**src/rtl/ps2_mouse_ctrl_if.sv**
```systemverilog
// rtl/ps2_mouse_ctrl_if.sv - link-layer bundle between the mouse controller and the PS/2 transmitter/receiver
//
// Signals:
//   wr_ps2       one-cycle command-send strobe to the transmitter
//   din[7:0]     command byte, valid while wr_ps2=1
//   tx_idle      transmitter idle
//   tx_done_tick transmitter finished the frame
//   rx_en        receiver enable
//   rx_done_tick receiver byte valid
//   dout[7:0]    received byte, qualified by rx_done_tick
// Modports:
//   master  the mouse controller
//   slave   the PS/2 link layer
interface ps2_mouse_ctrl_if;
  logic       wr_ps2;
  logic [7:0] din;
  logic       tx_idle;
  logic       tx_done_tick;
  logic       rx_en;
  logic       rx_done_tick;
  logic [7:0] dout;

  modport master (
    output wr_ps2, din, rx_en,
    input  tx_idle, tx_done_tick, rx_done_tick, dout
  );

  modport slave (
    input  wr_ps2, din, rx_en,
    output tx_idle, tx_done_tick, rx_done_tick, dout
  );
endinterface

```
**src/rtl/ps2_mouse_ctrl.sv**
```systemverilog
// rtl/ps2_mouse_ctrl.sv - PS/2 mouse protocol controller (init handshake + 3-byte packet assembly)
//
// Initialises the mouse through the PS/2 transmitter, waits for the 0xFA
// acknowledge with timeout/retry, then assembles stream-mode packets into
// signed X/Y deltas, buttons and overflow flags.
//
// Optional feature macro: PS2_MOUSE_RESET_CMD_EN
//   defined   : 0xFF reset, expect 0xFA, 0xAA, 0x00, then 0xF4 / 0xFA
//   undefined : 0xF4 / 0xFA only
//
// Ports:
//   clk          system clock
//   reset        asynchronous active-high reset
//   link         link-layer bundle (ps2_mouse_ctrl_if.master)
//   xm[8:0]      signed X delta {sign, byte2}
//   ym[8:0]      signed Y delta {sign, byte3}
//   btnm[2:0]    {middle, right, left}
//   ovf[1:0]     {Y overflow, X overflow}
//   m_done_tick  one-cycle pulse when a new packet is presented
//   init_done    initialisation complete, streaming
//   init_err     retries exhausted, held until reset
module ps2_mouse_ctrl #(
  parameter logic [19:0] ACK_TIMEOUT = 20'hFFFFF,
  parameter int          MAX_RETRY   = 3
) (
  input  logic                    clk,
  input  logic                    reset,
  ps2_mouse_ctrl_if.master        link,
  output logic [8:0]              xm,
  output logic [8:0]              ym,
  output logic [2:0]              btnm,
  output logic [1:0]              ovf,
  output logic                    m_done_tick,
  output logic                    init_done,
  output logic                    init_err
);

  localparam logic [2:0] ST_CMD      = 3'd0;
  localparam logic [2:0] ST_WAIT_TX  = 3'd1;
  localparam logic [2:0] ST_WAIT_ACK = 3'd2;
  localparam logic [2:0] ST_PACK1    = 3'd3;
  localparam logic [2:0] ST_PACK2    = 3'd4;
  localparam logic [2:0] ST_PACK3    = 3'd5;
  localparam logic [2:0] ST_DONE     = 3'd6;
  localparam logic [2:0] ST_ERR      = 3'd7;

  localparam logic [7:0] CMD_ENABLE  = 8'hF4;
  localparam logic [7:0] RSP_ACK     = 8'hFA;
`ifdef PS2_MOUSE_RESET_CMD_EN
  localparam logic [7:0] CMD_RESET   = 8'hFF;
  localparam logic [7:0] RSP_BAT_OK  = 8'hAA;
  localparam logic [7:0] RSP_DEV_ID  = 8'h00;
  localparam logic [7:0] FIRST_CMD   = CMD_RESET;
`else
  localparam logic [7:0] FIRST_CMD   = CMD_ENABLE;
`endif

  logic [2:0]  state_q, state_d;
  logic [7:0]  cmd_q, cmd_d;
  logic [7:0]  retry_q, retry_d;
  logic [19:0] tmo_q, tmo_d;
  // byte1 without its always-one sync bit: {ovf[1:0], ysign, xsign, btn[2:0]}
  logic [6:0]  b1_q, b1_d;
  logic [7:0]  b2_q, b2_d;
  logic [8:0]  xm_q, xm_d;
  logic [8:0]  ym_q, ym_d;
  logic [2:0]  btnm_q, btnm_d;
  logic [1:0]  ovf_q, ovf_d;
  logic        init_done_q, init_done_d;
  logic        fail;
`ifdef PS2_MOUSE_RESET_CMD_EN
  // 0: ack of 0xFF, 1: self-test 0xAA, 2: device ID 0x00, 3: ack of 0xF4
  logic [1:0]  step_q, step_d;
  logic        restart;
`endif

  always_comb begin
    state_d     = state_q;
    cmd_d       = cmd_q;
    retry_d     = retry_q;
    tmo_d       = tmo_q;
    b1_d        = b1_q;
    b2_d        = b2_q;
    xm_d        = xm_q;
    ym_d        = ym_q;
    btnm_d      = btnm_q;
    ovf_d       = ovf_q;
    init_done_d = init_done_q;
    fail        = 1'b0;
`ifdef PS2_MOUSE_RESET_CMD_EN
    step_d      = step_q;
    restart     = 1'b0;
`endif

    case (state_q)
      ST_CMD: begin
        if (link.tx_idle) state_d = ST_WAIT_TX;
      end

      ST_WAIT_TX: begin
        if (link.tx_done_tick) begin
          tmo_d   = '0;
          state_d = ST_WAIT_ACK;
        end
      end

      ST_WAIT_ACK: begin
        tmo_d = tmo_q + 20'd1;
        // a received byte wins over a simultaneous timeout
        if (link.rx_done_tick) begin
`ifdef PS2_MOUSE_RESET_CMD_EN
          case (step_q)
            2'd0: begin
              if (link.dout == RSP_ACK) begin
                step_d  = 2'd1;
                tmo_d   = '0;
                retry_d = '0;
              end else begin
                fail    = 1'b1;
                restart = 1'b1;
              end
            end
            2'd1: begin
              if (link.dout == RSP_BAT_OK) begin
                step_d = 2'd2;
                tmo_d  = '0;
              end else begin
                fail    = 1'b1;
                restart = 1'b1;
              end
            end
            2'd2: begin
              if (link.dout == RSP_DEV_ID) begin
                step_d  = 2'd3;
                cmd_d   = CMD_ENABLE;
                state_d = ST_CMD;
              end else begin
                fail    = 1'b1;
                restart = 1'b1;
              end
            end
            default: begin
              if (link.dout == RSP_ACK) begin
                retry_d     = '0;
                init_done_d = 1'b1;
                state_d     = ST_PACK1;
              end else begin
                fail    = 1'b1;
                restart = 1'b1;
              end
            end
          endcase
`else
          if (link.dout == RSP_ACK) begin
            retry_d     = '0;
            init_done_d = 1'b1;
            state_d     = ST_PACK1;
          end else begin
            fail = 1'b1;
          end
`endif
        end else if (tmo_q == ACK_TIMEOUT) begin
          fail = 1'b1;
        end

        if (fail) begin
          retry_d = retry_q + 8'd1;
          if (int'(retry_q) + 1 < MAX_RETRY) state_d = ST_CMD;
          else                               state_d = ST_ERR;
`ifdef PS2_MOUSE_RESET_CMD_EN
          // a timeout re-sends the command in flight: 0xFF covers steps 0-2
          if (restart || step_q != 2'd3) begin
            step_d = 2'd0;
            cmd_d  = CMD_RESET;
          end
`endif
        end
      end

      ST_PACK1: begin
        // bit3 of byte1 is always 1; anything else is a misaligned byte
        if (link.rx_done_tick && link.dout[3]) begin
          b1_d    = {link.dout[7:4], link.dout[2:0]};
          state_d = ST_PACK2;
        end
      end

      ST_PACK2: begin
        if (link.rx_done_tick) begin
          b2_d    = link.dout;
          state_d = ST_PACK3;
        end
      end

      ST_PACK3: begin
        // outputs load here so they are already valid during the DONE tick
        if (link.rx_done_tick) begin
          xm_d    = {b1_q[3], b2_q};
          ym_d    = {b1_q[4], link.dout};
          btnm_d  = b1_q[2:0];
          ovf_d   = b1_q[6:5];
          state_d = ST_DONE;
        end
      end

      ST_DONE: begin
        state_d = ST_PACK1;
      end

      ST_ERR: begin
        state_d = ST_ERR;
      end

      default: begin
        state_d = ST_CMD;
      end
    endcase
  end

  always_ff @(posedge clk or posedge reset) begin
    if (reset) begin
      state_q     <= ST_CMD;
      cmd_q       <= FIRST_CMD;
      retry_q     <= '0;
      tmo_q       <= '0;
      b1_q        <= '0;
      b2_q        <= '0;
      xm_q        <= '0;
      ym_q        <= '0;
      btnm_q      <= '0;
      ovf_q       <= '0;
      init_done_q <= 1'b0;
`ifdef PS2_MOUSE_RESET_CMD_EN
      step_q      <= 2'd0;
`endif
    end else begin
      state_q     <= state_d;
      cmd_q       <= cmd_d;
      retry_q     <= retry_d;
      tmo_q       <= tmo_d;
      b1_q        <= b1_d;
      b2_q        <= b2_d;
      xm_q        <= xm_d;
      ym_q        <= ym_d;
      btnm_q      <= btnm_d;
      ovf_q       <= ovf_d;
      init_done_q <= init_done_d;
`ifdef PS2_MOUSE_RESET_CMD_EN
      step_q      <= step_d;
`endif
    end
  end

  // the strobe follows tx_idle in the first CMD cycle; masked while reset is held
  assign link.wr_ps2 = (state_q == ST_CMD) && link.tx_idle && !reset;
  assign link.din    = cmd_q;
  assign link.rx_en  = (state_q == ST_WAIT_ACK) || (state_q == ST_PACK1) ||
                       (state_q == ST_PACK2)    || (state_q == ST_PACK3) ||
                       (state_q == ST_DONE);

  assign xm          = xm_q;
  assign ym          = ym_q;
  assign btnm        = btnm_q;
  assign ovf         = ovf_q;
  assign m_done_tick = (state_q == ST_DONE);
  assign init_done   = init_done_q;
  assign init_err    = (state_q == ST_ERR);

endmodule
```
**src/flat_wrapper.sv**
```systemverilog
// flat-port wrapper written by rule: the top's interface ports become plain ports
module ps2_mouse_ctrl_flat 
#(
  parameter logic [19:0] ACK_TIMEOUT = 20'hFFFFF,
  parameter int          MAX_RETRY   = 3
)
  (clk, reset, xm, ym, btnm, ovf, m_done_tick, init_done, init_err, link_wr_ps2, link_din, link_rx_en, link_tx_idle, link_tx_done_tick, link_rx_done_tick, link_dout);
  ps2_mouse_ctrl_if link_i ();
  input  logic clk;
  input  logic reset;
  output logic [8:0] xm;
  output logic [8:0] ym;
  output logic [2:0] btnm;
  output logic [1:0] ovf;
  output logic m_done_tick;
  output logic init_done;
  output logic init_err;
  output wire logic [$bits(link_i.wr_ps2)-1:0] link_wr_ps2;
  output wire logic [$bits(link_i.din)-1:0] link_din;
  output wire logic [$bits(link_i.rx_en)-1:0] link_rx_en;
  input wire logic [$bits(link_i.tx_idle)-1:0] link_tx_idle;
  input wire logic [$bits(link_i.tx_done_tick)-1:0] link_tx_done_tick;
  input wire logic [$bits(link_i.rx_done_tick)-1:0] link_rx_done_tick;
  input wire logic [$bits(link_i.dout)-1:0] link_dout;
  assign link_wr_ps2 = link_i.wr_ps2;
  assign link_din = link_i.din;
  assign link_rx_en = link_i.rx_en;
  assign link_i.tx_idle = link_tx_idle;
  assign link_i.tx_done_tick = link_tx_done_tick;
  assign link_i.rx_done_tick = link_rx_done_tick;
  assign link_i.dout = link_dout;
  ps2_mouse_ctrl #(.ACK_TIMEOUT(ACK_TIMEOUT), .MAX_RETRY(MAX_RETRY)) u_core (.clk(clk), .reset(reset), .link(link_i), .xm(xm), .ym(ym), .btnm(btnm), .ovf(ovf), .m_done_tick(m_done_tick), .init_done(init_done), .init_err(init_err));
endmodule
```
**config.mk**
```make
export PLATFORM = sky130hd
export DESIGN_NAME = ps2_mouse_ctrl_flat
export DESIGN_NICKNAME = d
export VERILOG_FILES = /design/src/rtl/ps2_mouse_ctrl_if.sv /design/src/rtl/ps2_mouse_ctrl.sv /design/src/flat_wrapper.sv
export SDC_FILE = /design/constraint.sdc
export NUM_CORES = 1
export LEC_CHECK = 0
export ABC_CLOCK_PERIOD_IN_PS = 2800
export BUFFER_PORTS_ARGS = -buffer_cell sky130_fd_sc_hd__buf_4
export CORE_MARGIN = 2
export CORE_UTILIZATION = 50
export DETAILED_ROUTE_END_ITERATION = 8
export PLACE_DENSITY = 0.71
export SLEW_MARGIN = 30
export SYNTH_ARGS = -nofsm -noshare
export SYNTH_HDL_FRONTEND = slang
export SYNTH_SLANG_ARGS = --single-unit
export TNS_END_PERCENT = 30
```
**constraint.sdc**
```tcl
create_clock -name clk -period 2.8 [get_ports clk]
set_input_delay 0 -clock clk [delete_from_list [all_inputs] [get_ports clk]]
set_output_delay 0 -clock clk [all_outputs]
set_load 0.05 [all_outputs]
```
==> results.toml <==
[route]
dr.pass1.iters = 4
vias = 2521
drtIter0Drc = 74
ant_nets = 0
drt-total-wl_um = 6930
viasPerCell = 5.717
drc = 0
post_drt_wl_per_cell_um = 15.71

[synth]
syn-cell-area_um2 = 3413
synth-edff-count = 0
post_synth_fa_ha_maj_area_fraction = 0.01100
synthTopCellsByArea = "dfrtp_1 51%, mux2_2 12%, mux2i_1 2.9%"
synth_cells = 310
synth_mux_area_frac = 0.1514
synth_compound_area_frac = 0.1089
yosys.area_share.simple = 0.1591
synth-main-ff-cell = "dfrtp_1"
synth-xor-area-share = 0.005132
yosys_warnings = 0
synth_top_area_frac = 0.5132
syn_area_per_cell_um2 = 11.01
ys_ff_latch = 70
synth_top_family_by_area = "simple AND/OR/NAND/NOR gates"
seq_area_frac_synth = 0.5132
yosysUniqueCellTypes = 50
synthArstFlopShare = 1.000
yosysTopAreaCell = "dfrtp_1"

[clock_network]
clock_latency_ns = 0.33
clock_path_buffers = 2
cts_resized = 0
clockRootBuffer = "clkbuf_8"
cts_buffers = 9
tritoncts = "yes"
postCtsSetupBuffers = 0
cts.hold.buffers_added = 9
clock_sinks = 70
htreeDepth = 3
clkTransAtPathRegs_ns = 0.08

[place]
dp_hpwl_um = 4795
place_congestion = 0.8251
place_area_um2 = 3757
io_buffers = 40

[final_layout]
fillers = 548
design_area_um2 = 4079
layout-drive-gt1-share = 0.3075
layout.nets = 372
final_util = 0.6105
n_antenna_cell = 0
mostFrequentLayoutCells = "70 x dfrtp_1, 48 x buf_4, 37 x mux2_2"
final_common_cell = "dfrtp_1"
synthToLayoutAreaGrowth_pct = 19.50

[sta]
hold_violations = 0
slew_headroom = 0.5192
period_minus_slack_ns = 2.277
finClkSkew_ns = 0.008168
slew_violations = 0
period_share = 0.8132
worstMarginPinSlew_ns = 0.7202
grt_setup_unrepaired = "no"
tns_ns = 0
max_freq_mhz = 439.2
setup_violations = 0

[critical_path]
crit_slowest_cell = "or3_1"
path_cells = "ha_1, nand3_2, nor3_2, a31oi_1, or3_1, o41ai_2"
cp.required_ns = 3.03
critPathLaunchType = "register"
crit_fanout = 7
end_kind = "register"
reg2reg_depth = 6
crit_arrival_ns = 2.50
reg2reg_from = "u_core.tmo_q[0]"
max_stage_delay_ns = 0.54
r2r_end = "u_core.retry_q[5]"
critPathKind = "register to register"
ff2ff_setup_slack_ns = 0.52

[power_and_ir_drop]
pwr-share-comb = 0.402
leakagePower_nw = 1.891
p_sw_mw = 1.955
pwr-share-clk = 0.200
power.density_nw_per_um2 = 1135
seq_power_share = 0.398
internal_power_mw = 2.673
netSwitchingFraction = 0.4224
ir_drop_v = 0.0008938

[grt]
grt.total_usage = 0.2035
grt_pass1_vias = 2431
grt_antenna_before_repair = 0
grt-ovfl-total = 0
grt_first_pass_wirelength_um = 11860
grt_max_degree = 34

[outcome]
status = "finished clean"

[floorplanning]
core_area_um2 = 6681
start_util = 0.5109
dieArea_um2 = 7503
ioPinCount = 49
rows = 30
dieWidth_um = 86.62
die_h_um = 86.62

[min_path]
min_from = "link_rx_done_tick"
holdPathStages = 4
min_path_type = "primary input to register"
hold_end = "u_core.state_q[0]"

[run]
cap_violations = 0
[stage by stage]
| step | power [mW] | setup slack, ns | hold slack (ns) | instances |
|---|---|---|---|---|
| after floorplan | 3.191 | 0.6304 | 0.1506 | 316 |
| final | 4.628 | 0.5231 | 0.1643 | 441 |
| after global routing | 4.912 | 0.3653 | 0.1911 | 441 |
| after detailed placement | 3.717 | 0.5588 | 0.1711 | 416 |
| after global placement | 3.662 | 0.6507 | 0.1629 | 416 |
| after CTS | 4.666 | 0.5311 | 0.1526 | 441 |
[cells in the mapped netlist (all sizes together) (4+ instances only)]
cell type   n
dfrtp      70
a31oi       4
o31ai       9
o41ai       5
nor4        7
nor3        5
nand4       7
inv         6
nand3      16
buf        15
mux2i      10
and3        7
nor2       16
mux2       37
nand2      26
clkbuf     13
o21ai      15
[critical path: cells and delay by family, from the launching register on]
family / cells / cell delay [ns]
AND/OR/NAND/NOR: 3 / 0.95
adder cells (fa/ha/maj): 1 / 0.23
flip-flops: 1 / 0.43
AO/OA/AOI/OAI: 2 / 0.56
[worst max-delay path by stage]
| stage | start | to | depth (start not counted) |
|---|---|---|---|
| after floorplan | reset | link_wr_ps2 | 2 |
| after global placement | u_core.tmo_q[0] | u_core.retry_q[5] | 6 |
| after detailed placement | u_core.tmo_q[0] | u_core.retry_q[5] | 6 |
| after CTS | u_core.tmo_q[0] | u_core.retry_q[5] | 6 |
| after global routing | u_core.retry_q[1] | u_core.state_q[1] | 6 |
| final | u_core.tmo_q[0] | u_core.retry_q[5] | 6 |
[routing by layer]
layer,wire (um),track usage,vias up
li1,-,-,1212
met1,3155,0.2772,1251
met2,3461,0.3196,56
met3,281,0.05905,2
met4,32,0.05682,0
met5,0,0,-
[power groups by stage]
stage	sequential (mW)	clock (mW)	combinational, mW
after global placement	1.83	0	1.83
final	1.84	0.928	1.86
after floorplan	2.21	0	0.977
after detailed placement	1.85	0	1.86
after CTS	1.84	0.948	1.88
after global routing	1.92	0.998	1.99
[sequential cells by signal (all words and copies together), names as in the netlist]
name              cells
u_core.btnm           3
u_core.xm             9
u_core.tmo_q         20
u_core.ovf            2
u_core.state_q        3
u_core.retry_q        8
u_core.b1_q           7
u_core.ym             9
u_core.init_done      1
u_core.b2_q           8
[cells by family (layout without fill, tap and decap cells)]
kind of cell | count (synthesis) | in the layout
simple gates | 100 | 100
xor+xnor | 2 | 2
flops | 70 | 70
fa+ha+maj | 3 | 3
other cells | 2 | 8
mux | 47 | 47
buf+inv | 34 | 79
compound gates | 52 | 52
[final cells by class]
type                       count  area (um^2)  area share
clock buffer                  10        137.6     0.03374
sequential                    70         1752      0.4294
tap                           80        100.1     0.02454
multi-input combinational    212         1523      0.3733
clock inverter                 6        93.84     0.02301
inverter                       6        22.52    0.005521
timing repair buffer          57        450.4      0.1104
No activity file was read; power rests on OpenSTA's default activity.
